<file path="src/rtl/vga_text_ctrl.sv">
// 80x30 text-mode VGA controller: 640x480@60 timing from a 50 MHz clock, character
// fetch from video RAM, glyph fetch from font ROM, blinking block cursor overlay.
module vga_text_ctrl #(
  parameter logic [11:0] FG_COLOR     = 12'hFFF,
  parameter logic [11:0] BG_COLOR     = 12'h00F,
  parameter int          BLINK_FRAMES = 32,
  parameter int          H_ACTIVE     = 640,
  parameter int          H_FP         = 16,
  parameter int          H_SYNC       = 96,
  parameter int          H_BP         = 48,
  parameter int          V_ACTIVE     = 480,
  parameter int          V_FP         = 10,
  parameter int          V_SYNC       = 2,
  parameter int          V_BP         = 33
) (
  input  logic        CLOCK_50,
  input  logic        rst,
  output logic [11:0] vram_addr,
  input  logic [7:0]  vga_q,
  output logic [11:0] font_addr,
  input  logic [7:0]  font_q,
  input  logic [11:0] cur_addr,
  output logic        vga_hs,
  output logic        vga_vs,
  output logic        vga_blank_n,
  output logic [3:0]  vga_r,
  output logic [3:0]  vga_g,
  output logic [3:0]  vga_b,
  output logic        frame_start
);

  localparam int H_TOTAL = H_ACTIVE + H_FP + H_SYNC + H_BP;
  localparam int V_TOTAL = V_ACTIVE + V_FP + V_SYNC + V_BP;
  localparam logic [9:0] H_LAST  = 10'(H_TOTAL - 1);
  localparam logic [9:0] V_LAST  = 10'(V_TOTAL - 1);
  localparam logic [9:0] H_ACT   = 10'(H_ACTIVE);
  localparam logic [9:0] V_ACT   = 10'(V_ACTIVE);
  localparam logic [9:0] HS_BEG  = 10'(H_ACTIVE + H_FP);
  localparam logic [9:0] HS_END  = 10'(H_ACTIVE + H_FP + H_SYNC);
  localparam logic [9:0] VS_BEG  = 10'(V_ACTIVE + V_FP);
  localparam logic [9:0] VS_END  = 10'(V_ACTIVE + V_FP + V_SYNC);
  localparam int BW = (BLINK_FRAMES > 1) ? $clog2(BLINK_FRAMES) : 1;
  localparam logic [BW-1:0] BLINK_LAST = BW'(BLINK_FRAMES - 1);

  // Sync flags travel the pipeline as active-high so an all-zero reset state
  // never produces a spurious sync pulse.
  typedef struct packed {
    logic [11:0] caddr;
    logic [3:0]  vrow;
    logic [2:0]  hbit;
    logic        act;
    logic        hsync;
    logic        vsync;
  } s0_t;

  typedef struct packed {
    logic [2:0] hbit;
    logic       act;
    logic       hit;
    logic       hsync;
    logic       vsync;
  } s1_t;

  logic          pix_en;
  logic [9:0]    h_cnt, v_cnt;
  logic [BW-1:0] blink_cnt;
  logic          blink_phase;
  logic          active;
  logic [11:0]   char_addr;
  logic          pixel;
  logic [11:0]   rgb;
  s0_t           s0;
  s1_t           s1;

  assign active      = (h_cnt < H_ACT) && (v_cnt < V_ACT);
  assign char_addr   = {6'd0, v_cnt[9:4]} * 12'd80 + {5'd0, h_cnt[9:3]};
  assign frame_start = pix_en && (h_cnt == '0) && (v_cnt == '0);
  assign pixel       = font_q[3'd7 - s1.hbit] ^ s1.hit;
  assign {vga_r, vga_g, vga_b} = rgb;

  always_ff @(posedge CLOCK_50 or posedge rst) begin
    if (rst) begin
      pix_en <= 1'b0;
      h_cnt  <= '0;
      v_cnt  <= '0;
    end else begin
      pix_en <= ~pix_en;
      if (pix_en) begin
        if (h_cnt == H_LAST) begin
          h_cnt <= '0;
          v_cnt <= (v_cnt == V_LAST) ? '0 : v_cnt + 10'd1;
        end else begin
          h_cnt <= h_cnt + 10'd1;
        end
      end
    end
  end

  always_ff @(posedge CLOCK_50 or posedge rst) begin
    if (rst) begin
      blink_cnt   <= '0;
      blink_phase <= 1'b0;
    end else if (frame_start) begin
      if (blink_cnt == BLINK_LAST) begin
        blink_cnt   <= '0;
        blink_phase <= ~blink_phase;
      end else begin
        blink_cnt <= blink_cnt + 1'b1;
      end
    end
  end

  // S0 addresses video RAM, S1 addresses the font ROM, the output register
  // samples the returned glyph row; each memory has one pixel tick to answer.
  always_ff @(posedge CLOCK_50 or posedge rst) begin
    if (rst) begin
      vram_addr   <= '0;
      font_addr   <= '0;
      s0          <= '0;
      s1          <= '0;
      rgb         <= '0;
      vga_blank_n <= 1'b0;
      vga_hs      <= 1'b1;
      vga_vs      <= 1'b1;
    end else if (pix_en) begin
      if (active) vram_addr <= char_addr;
      s0.caddr <= char_addr;
      s0.vrow  <= v_cnt[3:0];
      s0.hbit  <= h_cnt[2:0];
      s0.act   <= active;
      s0.hsync <= (h_cnt >= HS_BEG) && (h_cnt < HS_END);
      s0.vsync <= (v_cnt >= VS_BEG) && (v_cnt < VS_END);

      font_addr <= {vga_q, s0.vrow};
      s1.hit    <= (s0.caddr == cur_addr) && blink_phase;
      s1.hbit   <= s0.hbit;
      s1.act    <= s0.act;
      s1.hsync  <= s0.hsync;
      s1.vsync  <= s0.vsync;

      rgb         <= s1.act ? (pixel ? FG_COLOR : BG_COLOR) : 12'h000;
      vga_blank_n <= s1.act;
      vga_hs      <= ~s1.hsync;
      vga_vs      <= ~s1.vsync;
    end
  end

endmodule

</file>
<file path="config.mk">
export PLATFORM = sky130hd
export DESIGN_NAME = vga_text_ctrl
export DESIGN_NICKNAME = d
export VERILOG_FILES = /design/src/rtl/vga_text_ctrl.sv
export SDC_FILE = /design/constraint.sdc
export NUM_CORES = 1
export LEC_CHECK = 0
export BUFFER_PORTS_ARGS = -buffer_cell sky130_fd_sc_hd__buf_2
export CAP_MARGIN = 5
export CORE_ASPECT_RATIO = 1.4
export CORE_UTILIZATION = 61
export DETAILED_ROUTE_END_ITERATION = 8
export PLACE_DENSITY_LB_ADDON = 0.25
export RECOVER_POWER = 50
export SYNTH_ARGS = -nofsm -noshare
export SYNTH_HDL_FRONTEND = slang
export SYNTH_SLANG_ARGS = --single-unit
</file>
<file path="constraint.sdc">
create_clock -name CLOCK_50 -period 7.6 [get_ports CLOCK_50]
set_input_delay 0.76 -clock CLOCK_50 [delete_from_list [all_inputs] [get_ports CLOCK_50]]
set_output_delay 0.76 -clock CLOCK_50 [all_outputs]
set_load 0.02 [all_outputs]
</file>
# Word-level counts from Yosys, hierarchy flattened
# Index checks and enable logic that the tools add are counted.
[word_totals]
in_bits = 30
output_inout_bits = 40
word_cells = 62
memories = 0
romBits = 0
reg_bits = 95
latchBits = 0
mem_bits_rw = 0
[classes]
div = 0
addsub = 5
magnitude_cmp = 7
n_shift = 0
n_reduce_logical = 11
mux = 7
n_eq_ne = 4
n_bitwise = 5
mul = 1
[ops]
columns = ["cell", "n"]
rows = [
  ["12-bit two-way mux", 2],
  ["10-bit by 1-bit adder with 10-bit output, second input constant", 2],
  ["10-bit equality test, second input constant", 2],
  ["10-bit zero test", 2],
  ["10-bit less-than comparator, second input constant", 2],
  ["10-bit by 9-bit less-than comparator with 1-bit output, second input constant", 2],
  ["10-bit two-way mux", 2],
  ["12-bit by 7-bit adder with 12-bit output", 1],
  ["12-bit equality test", 1],
  ["10-bit >= comparator, second input constant", 1],
  ["10-bit by 9-bit >= comparator with 1-bit output, second input constant", 1],
  ["6-bit by 3-bit multiplier with 8-bit output, second input constant", 1],
  ["1-bit logical AND", 6],
  ["2-bit AND reduction", 3],
  ["5-bit by 1-bit adder with 5-bit output, second input constant", 1],
  ["5-bit equality test, second input constant", 1],
  ["5-bit two-way mux", 1],
  ["3-bit by 4-bit less-than comparator with 1-bit output, second input constant", 1],
  ["1-bit NOT", 4],
  ["1-bit binary-select mux with 3-bit select", 1],
  ["3-bit subtractor, first input constant", 1],
  ["1-bit two-way mux", 1],
  ["1-bit XOR", 1],
]

# Longest topological paths before layout
# Gate-level depths: netlist of run 1.
[logic_depth]
word_depth = 6
ltp_mapped = 8
ltp_nobuf = 8

# Least setup slack after synthesis of run 1
# No wires, ideal clock.
[synth_timing]
path_type = "reg2reg"
start = "register v_cnt[5]"
end = "register s0[21] in the netlist's numbering"
required_ns = 7.465
n_path_buf = 0
setup_time_ns = 0.135
setup_slack_ns = 5.232
synth_period_minus_slack_ns = 2.368
path_stages_with_launch = 9
t_arrival_ns = 2.233
cell_sequence = "dfrtp_1 > ha_1 > ha_1 > fa_1 > xor2_1 > nand3_1 > nor4_2 > xnor2_1 > a21oi_1"
[synth_via]
elab_chain_cells = 2
[synth_lines]
columns = ["item", "line_no", "rtl"]
rows = [
  ["from (decl)", "65", "logic [9:0] h_cnt, v_cnt;"],
  ["from (signal assigned)", "91", "v_cnt <= (v_cnt == V_LAST) ? '0 : v_cnt + 10'd1;"],
  ["6-bit by 3-bit multiplier with 8-bit output", "76", "assign char_addr = {6'd0, v_cnt[9:4]} * 12'd80 + {5'd0, h_cnt[9:3]};"],
  ["12-bit by 7-bit adder with 12-bit output", "76", ""],
  ["to (decl)", "72", "s0_t s0;"],
]
# No other way between the ends.
# A chain may end at the register's enable or synchronous reset.

# Worst setup path in the final report of run 1
[layout_timing]
start = "register pix_en"
end = "output port frame_start"
[layout_via]
elab_chain_cells = 2
[layout_lines]
columns = ["item", "line_no", "rtl"]
rows = [
  ["from (decl)", "64", "logic pix_en;"],
  ["from (signal assigned)", "87", "pix_en <= ~pix_en;"],
  ["1-bit logical AND (2 in a row)", "77", "assign frame_start = pix_en && (h_cnt == '0) && (v_cnt == '0);"],
  ["to (decl)", "29", "output logic frame_start"],
]
# No other way between the ends.

==> metrics.csv, run 1 <==
metric;value;unit
grt_max_degree;85;
synth_cell_types;48;
cts_tree;done;
cts.path.max_buffers;2;
cp_slowest_cell;clkbuf_1;
status;finished with violations;
chipWidth;71.8;um
clock_latency;0.36;ns
leakagePower;2.35;nW
ys.flop_type;dfrtp_1;
finalWorstPathRequiredPeriod;4.33;ns
cts.sinks;84;
cts_hold_buf;0;
rows;35;
crit_family;buffers and inverters;
hp-class;reg2reg;
finalSetupViolCount;0;
critPathArrivalTime;3.57;ns
drtIter0Drc;157;
coreArea;6570;um2
p_clk_share;44.3;%
antenna_found_initial;0;
avgViaCountPerCell;5.63;
firstDrtPassIters;4;
grt_pass1_wl;12700;um
powerDensity;184;nW/um2
peakVddDrop;0.146;mV
syn_nets;408;
vias;2792;
die_h;99.7;um
crit_chain;clkbuf_1, nor2b_1, nand2_1, nor3_2, buf_2;
ios;70;
syn_area;4160;um2
max_stage_delay;1.80;ns
cts_buffers;9;
max_freq;231;MHz
ys_warn_count;0;
rsz0062_at_grt;false;
synthArstFlopShare;100;%
overflow;0;
path_buf_inv;2;
clk_pin_slew;0.08;ns
place_hpwl;5310;um
synth_edf_count;0;
cts-resized-gates;0;
initial_utilization;63.4;%
area_growth;13.5;%
critPathRequiredTime;6.84;ns
p_int;0.690;mW
relSlewSlack;-69.5;%
drv_cap;1;
synth.most_common_cell;dfrtp_1;
wirelength;7700;um
syn_area_per_cell;11.6;um2
period_share;57.0;%
critPathKind;reg2out;
tns;0;ns
drive_above_1_share;33.9;%
port-buffer-count;69;
fin_hold_ws;0.427;ns
diodes;0;
place.gp.congestion;0.875;
path_max_fanout;54;
hold_violations;0;
combPwrFrac;3.8;%
routedWlPerCell;15.5;um
tightest_slew;2.54;ns
swShare;20.4;%
synth_top_area_cell;dfrtp_1;
grt_use_total;23.0;%
ys_seq_area_share;50.6;%
dieArea;7160;um2
drtAntennaViolNets;0;
drc;0;
cts_setup_buffers;0;
grt_pass1_vias;2655;
cts-root-buf;clkbuf_8;
final_nets;466;
synthTopCellsByArea;dfrtp_1 49%, mux2_2 11%, ha_1 5.1%;
synth_commonest_cells;82 x dfrtp_1, 41 x mux2_2, 30 x nand2_1;
cts_max_level;3;
skew;0.0105;ns
violations;max-capacitance violations, max-slew violations;
worstSetupStartpointType;register;
syn_inst;359;
slew_viol_final;55;
power_switching;0.177;mW
end_kind;output pin;
synth_top_area_share;49.3;%
synth-seq-cells;84;
power_frac_seq;51.9;%
path summary, 6_finish.rpt:
check	startpoint	to	slack, ns	cells past startpoint
setup / recovery	pix_en$_DFF_PP0_	frame_start	3.27	5
hold / removal	s1[1]$_DFFE_PP0P_	vga_hs$_DFFE_PP1P_	0.43	1
setup reg to reg	pix_en$_DFF_PP0_	v_cnt[8]$_DFFE_PP0P_	3.39	6
hold reg to reg	s1[1]$_DFFE_PP0P_	vga_hs$_DFFE_PP1P_	0.43	1
max in group asynchronous	rst	pix_en$_DFF_PP0_	6.17	3
min in group asynchronous	rst	font_addr[8]$_DFFE_PP0P_	0.75	3
sequential cells by signal (all words and copies together) (netlist names), 2 cells and up:
name / count
s0: 22
rgb: 2
h_cnt: 10
blink_cnt: 5
vram_addr: 12
font_addr: 12
s1: 7
v_cnt: 10
layer usage:
metal	part of all wire [%]	vias to the layer above	wire (um)	track usage, %
li1	-	1351	-	-
met1	44	1369	3390	29.4
met2	51	59	3900	39.0
met3	3.2	13	246	3.55
met4	2.0	0	157	9.50
met5	0	-	0	0
cell usage in the layout (no fill, tap or decap), drive strengths merged, types with 3 or more instances in the layout:
cell and n:
mux2 42, nand2 31, nand4 7, o21ai 22
and2 5, bufinv 3, dfrtp 82, a21o 4
inv 10, ha 17, nor4 9, clkbuf 12
xor2 15, xnor2 18, nor2 19, buf 70
nand3 10, a21oi 9, and3 5
power groups by stage:
stage,clock network [mW],registers [mW],logic (mW)
detailed placement,0,0.459,0.0335
global route,0.405,0.451,0.0366
finish,0.384,0.450,0.0329
floorplan,0,0.463,0.0173
global placement,0,0.459,0.0332
CTS,0.391,0.450,0.0337
per-stage QoR:
step	util, %	setup slack (ns)	power [mW]	cells	instance area [um2]
after CTS	72.0	4.62	0.875	496	4730
after detailed placement	68.2	4.97	0.493	480	4480
final	71.9	3.27	0.867	496	4720
after global routing	71.9	2.86	0.892	496	4720
after floorplan	-	4.68	0.480	359	4160
after global placement	68.2	5.07	0.492	480	4480
cell families (layout without fill, tap and decap cells):
group                    count (synthesis)  after routing  synth area share (%)
multiplexers                            45             45                  12.8
AO/OA/AOI/OAI                           43             43                  6.04
buffers and inverters                   35             98                  4.33
XOR/XNOR                                33             33                  6.94
adder cells (fa/ha/maj)                 19             19                  6.07
AND/OR/NAND/NOR                        100            100                  13.3
flip-flops                              84             84                  50.6
layout make-up:
| class | count | area (um2) |
|---|---|---|
| Tap cell | 74 | 92.6 |
| Clock buffer | 11 | 141 |
| Clock inverter | 5 | 106 |
| Fill cell | 474 | 1850 |
| Multi-Input combinational cell | 240 | 1880 |
| Sequential cell | 84 | 2110 |
| Timing Repair Buffer | 71 | 357 |
| Inverter | 11 | 42.5 |
(Power assumes the default switching activity.)
==> run 2: changes to the inputs <==
- ABC_AREA: not set -> 1
- CORE_UTILIZATION: 61 -> 52
- clock period: 7.6 -> 3.7 ns (I/O delays scaled with it)
==> run 2 against run 1 <==
The flow still finishes with violations (max-capacitance violations, max-slew violations). Final cell count rose by 51%. Flip-flop and latch count unchanged. Register-to-register slack lost 2.1 ns. Global-route usage rose by 0.80 points. Power grew 120%. Via count is 39% higher. Die area increased by 30%. Highest routed layer unchanged.
==> metrics.csv, run 2 <==
metric;value;unit
synth_top_area_cell;dfrtp_1;
cts.sinks;84;
critPathArrivalTime;2.59;ns
finalWorstPathRequiredPeriod;2.36;ns
place.gp.congestion;0.911;
dp_cells;733;
period_share;63.8;%
relSlewSlack;-10.7;%
diodes;0;
peakVddDrop;0.332;mV
drive_above_1_share;14.9;%
initial_utilization;53.8;%
rows;40;
hp-class;in2reg;
place_hpwl;7300;um
critPathKind;reg2reg;
overflow;0;
layout_common_cells;189 x nand2_1, 82 x dfrtp_1, 66 x inv_1;
hold_violations;0;
powerDensity;368;nW/um2
clk_pin_slew;0.06;ns
leakagePower;2.72;nW
synth_top_area_share;44.3;%
syn_nets;630;
cts_hold_buf;0;
avgViaCountPerCell;5.19;
critPathRequiredTime;3.93;ns
synth_cell_types;38;
synth.most_common_cell;nand2_1;
chipWidth;81.7;um
ys.flop_type;dfrtp_1;
design_area;5230;um2
firstDrtPassIters;4;
skew;0.00644;ns
routedWlPerCell;13.4;um
end_kind;register;
synth_edf_count;0;
multi_input_comb_area;2080;um2
synthTopCellsByArea;dfrtp_1 44%, nand2_1 15%, inv_1 5.4%;
clock_latency;0.33;ns
seq_area;2100;um2
cts_buffers;9;
cts_tree;done;
synthArstFlopShare;100;%
cts.path.max_buffers;2;
grt_use_total;23.8;%
fillCellCount;801;
wirelength;10100;um
syn_inst;581;
grt_pass1_vias;3655;
syn_area;4630;um2
synth-seq-cells;84;
area_growth;13.0;%
slew_viol_final;39;
top_register;s0;
drc;0;
final_nets;688;
die_h;114;um
tns;0;ns
status;finished with violations;
dieArea;9280;um2
drtAntennaViolNets;0;
cts_setup_buffers;0;
worstSetupStartpointType;register;
drv_cap;1;
cts_max_level;3;
vias;3889;
drtIter0Drc;227;
largest_reg_flops;22;
cts-resized-gates;0;
violations;max-capacitance violations, max-slew violations;
ys_warn_count;0;
layout_commonest_cell;nand2_1;
grt_max_degree;50;
ios;70;
ys_seq_area_share;45.5;%
grt_pass1_wl;17000;um
port-buffer-count;69;
syn_area_per_cell;7.96;um2
antenna_found_initial;0;
layout.cells.non_filler;749;
rsz0062_at_grt;false;
largest_registers;s0 x22, font_addr x12, vram_addr x12;
coreArea;8610;um2
synth_commonest_cells;189 x nand2_1, 82 x dfrtp_1, 67 x inv_1;
cts-root-buf;clkbuf_16;
tightest_slew;1.65;ns
path_max_fanout;6;
place_area;4950;um2
finalSetupViolCount;0;
max_freq;424;MHz
[run 2: logic make-up after synthesis]
family / share of synthesized area (%)
xor+xnor: 2.08
flops: 45.5
fa+ha+maj: 5.46
compound gates: 8.11
simple gates: 29.2
buf+inv: 9.63
[run 2: final timing paths]
path	startpoint	to	slack, ns	cells past startpoint
min in group asynchronous	rst	font_addr[7]$_DFFE_PP0P_	0.43	2
worst max register to register	v_cnt[5]$_DFFE_PP0P_	s0[21]$_DFFE_PP0P_	1.34	8
max in group asynchronous	rst	s0[7]$_DFFE_PP0P_	1.38	3
worst min register to register	s1[1]$_DFFE_PP0P_	vga_hs$_DFFE_PP1P_	0.42	1
worst min-delay path	vga_q[2]	font_addr[6]$_DFFE_PP0P_	0.24	3
worst max-delay path	v_cnt[5]$_DFFE_PP0P_	s0[21]$_DFFE_PP0P_	1.34	8
[run 2: report_power, final]
part           leakage [nW]  internal (mW)  switching, mW
logic                  1.50         0.0233         0.0459
registers              1.08          0.924        0.00312
clock network         0.145          0.593          0.335
[run 2: stage by stage]
stage	util [%]	power [mW]	hold slack (ns)	setup slack, ns
after floorplan	-	0.988	0.404	1.17
after global placement	57.5	1.01	0.416	1.50
after detailed placement	57.5	1.02	0.431	1.38
after CTS	61.1	1.94	0.127	1.38
after global routing	60.7	1.99	0.245	0.899
final	60.7	1.92	0.241	1.34
[run 2: layer usage]
metal / global-route usage, % / share of wire, % / vias to the layer above
met5: 0 / 0 / -
met4: 9.12 / 1.8 / 0
met3: 3.84 / 3.7 / 19
met2: 40.2 / 52 / 83
met1: 30.1 / 43 / 1833
li1: - / - / 1954
[run 2: cell type report]
type | instances | share of cell area (%)
clock buffer | 14 | 4.67
clock inverter | 2 | 1.15
inverter | 72 | 5.19
multi-input combinational | 400 | 39.7
sequential | 84 | 40.3
tap | 105 | 2.51
timing repair buffer | 72 | 6.49
[run 2: worst max-delay path: stages (launching register included)]
cell     delay (ns)
dfrtp_1        0.45
ha_1           0.35
ha_1           0.25
fa_1           0.59
nand3_1        0.11
nor2_1         0.20
nand3_1        0.16
nand3_1        0.11
nand2_1        0.05
==> run 3: changes to the inputs <==
- ABC_AREA: 1 -> 0
- CORE_UTILIZATION: 52 -> 56
- clock period: 3.7 -> 2.45 ns (I/O delays scaled with it)
==> run 3 against run 2 <==
The run now ends clean. Setup slack worse by 1.2 ns. Highest routed layer unchanged. Final cell count down 30%. Cell area down 9.5%. Non-clock buffer count up 7. Die area down 16%. Largest cell class unchanged. Wire length down 21%. Global-route usage down 1.4 points. Critical path depth down 3. Utilization up 6.2 points. Clock power up 4.7%. Worst hold slack worse by 0.13 ns.
==> metrics.csv, run 3 (synthesis results as in run 1) <==
metric;value;unit
status;finished, final reports clean;
period_share;96.0;%
critPathArrivalTime;2.11;ns
cts_setup_buffers;0;
place_hpwl;5780;um
drt-met1-wl;3320;um
hold_violations;0;
cts_buffers;9;
slew_viol_final;0;
top_register;s0;
firstDrtPassIters;4;
port-buffer-count;69;
ios;70;
final_nets;474;
grt_use_total;22.5;%
area_growth;13.6;%
relSlewSlack;28.8;%
finalSetupViolCount;0;
cts_tree;done;
drc;0;
worstSetupStartpointType;register;
cp_slowest_cell;nor3_2;
place_area;4570;um2
fin_hold_ws;0.113;ns
cts_max_level;3;
die_h;104;um
rows;36;
end_kind;output pin;
grt_pass1_vias;2854;
path_max_fanout;7;
dieArea;7790;um2
design_area;4730;um2
antenna_found_initial;0;
largest_registers;s0 x22, font_addr x12, vram_addr x12;
fillCellCount;565;
chipWidth;74.9;um
vias;2900;
drtAntennaViolNets;0;
hp-class;in2reg;
drtIter0Drc;172;
skew;0.00665;ns
finalPower;2.47;mW
max_stage_delay;0.43;ns
overflow;0;
cts-root-buf;clkbuf_8;
routed.top_layer;met4;
critPathRequiredTime;2.20;ns
routedWlPerCell;15.2;um
tns;0;ns
tightest_slew;1.06;ns
initial_utilization;58.9;%
grt_max_degree;61;
met2_length;4190;um
drive_above_1_share;30.0;%
max_freq;425;MHz
fin_util;66.9;%
wirelength;7960;um
peakVddDrop;0.393;mV
leakagePower;2.29;nW
diodes;0;
clk_pin_slew;0.08;ns
place.gp.congestion;0.859;
cts.path.max_buffers;2;
cts.sinks;84;
grt_pass1_wl;13100;um
coreArea;7070;um2
wl_met3;249;um
clock_latency;0.36;ns
powerDensity;522;nW/um2
layout_common_cells;80 x dfrtp_1, 46 x buf_2, 41 x mux2_2;
finalWorstPathRequiredPeriod;2.35;ns
critPathKind;reg2out;
drv_cap;0;
largest_reg_flops;22;
rsz0062_at_grt;false;
crit_chain;buf_4, nor4_2, nand2_1, nor3_2, buf_2;
layout_commonest_cell;dfrtp_1;
avgViaCountPerCell;5.52;
## run 3: cell types whose count changed in the layout (fill, tap and decap cells not counted), sizes merged, moves of 6 or more
cell	delta
mux2	+42
nor4	+9
nor2	-18
inv	-60
xor2	+6
nand2	-163
xnor2	+16
o21ai	-31
nand3	-33
nor3	-10
## run 3: power breakdown
group | switching [mW] | internal, mW | leakage [nW]
combinational | 0.0627 | 0.0381 | 1.11
sequential | 0.00462 | 1.39 | 1.08
clock | 0.498 | 0.473 | 0.101
## run 3: final timing paths
check | endpoint | depth (start not counted) | startpoint | slack (ns)
worst min-delay path | font_addr[11]$_DFFE_PP0P_ | 2 | vga_q[7] | 0.11
min in group asynchronous | font_addr[7]$_DFFE_PP0P_ | 3 | rst | 0.63
worst max register to register | vram_addr[10]$_DFFE_PP0P_ | 8 | v_cnt[7]$_DFFE_PP0P_ | 0.15
worst max-delay path | frame_start | 5 | v_cnt[5]$_DFFE_PP0P_ | 0.1
max in group asynchronous | v_cnt[7]$_DFFE_PP0P_ | 4 | rst | 0.41
worst min register to register | vga_vs$_DFFE_PP1P_ | 1 | s1[0]$_DFFE_PP0P_ | 0.44
## run 3: critical path, delay by kind of cell (launching register included)
| kind | cells | cell delay, ns |
|---|---|---|
| buf+inv | 2 | 0.42 |
| flops | 1 | 0.39 |
| simple gates | 3 | 0.94 |
## run 3: area by class of cell
type | count | area [um2] | share of cell area [%]
sequential | 84 | 2110 | 44.5
multi-input combinational | 240 | 1880 | 39.7
clock inverter | 6 | 62.6 | 1.32
tap | 95 | 119 | 2.51
inverter | 11 | 42.5 | 0.899
timing repair buffer | 79 | 394 | 8.33
clock buffer | 10 | 128 | 2.70
## run 3: routing by layer
metal | up-vias | track usage [%]
met5 | - | 0
met4 | 0 | 10.6
met3 | 19 | 4.17
met2 | 64 | 38.4
met1 | 1442 | 26.4
li1 | 1375 | -
## run 3: what timing repair did
| action | CTS | global route |
|---|---|---|
| endpoints found under the setup margin | 0 | 2 |
| gates resized for setup | 0 | 1 |
| hold endpoints to repair | 22 | 0 |
| hold buffers | 1 | 0 |
## run 3: stage by stage
step | setup slack, ns | std cells
final | 0.0986 | 525
after global routing | 0.0159 | 525
after CTS | 0.0441 | 525
after detailed placement | 0.0625 | 508
after global placement | 0.153 | 508
after floorplan | 0.0432 | 359
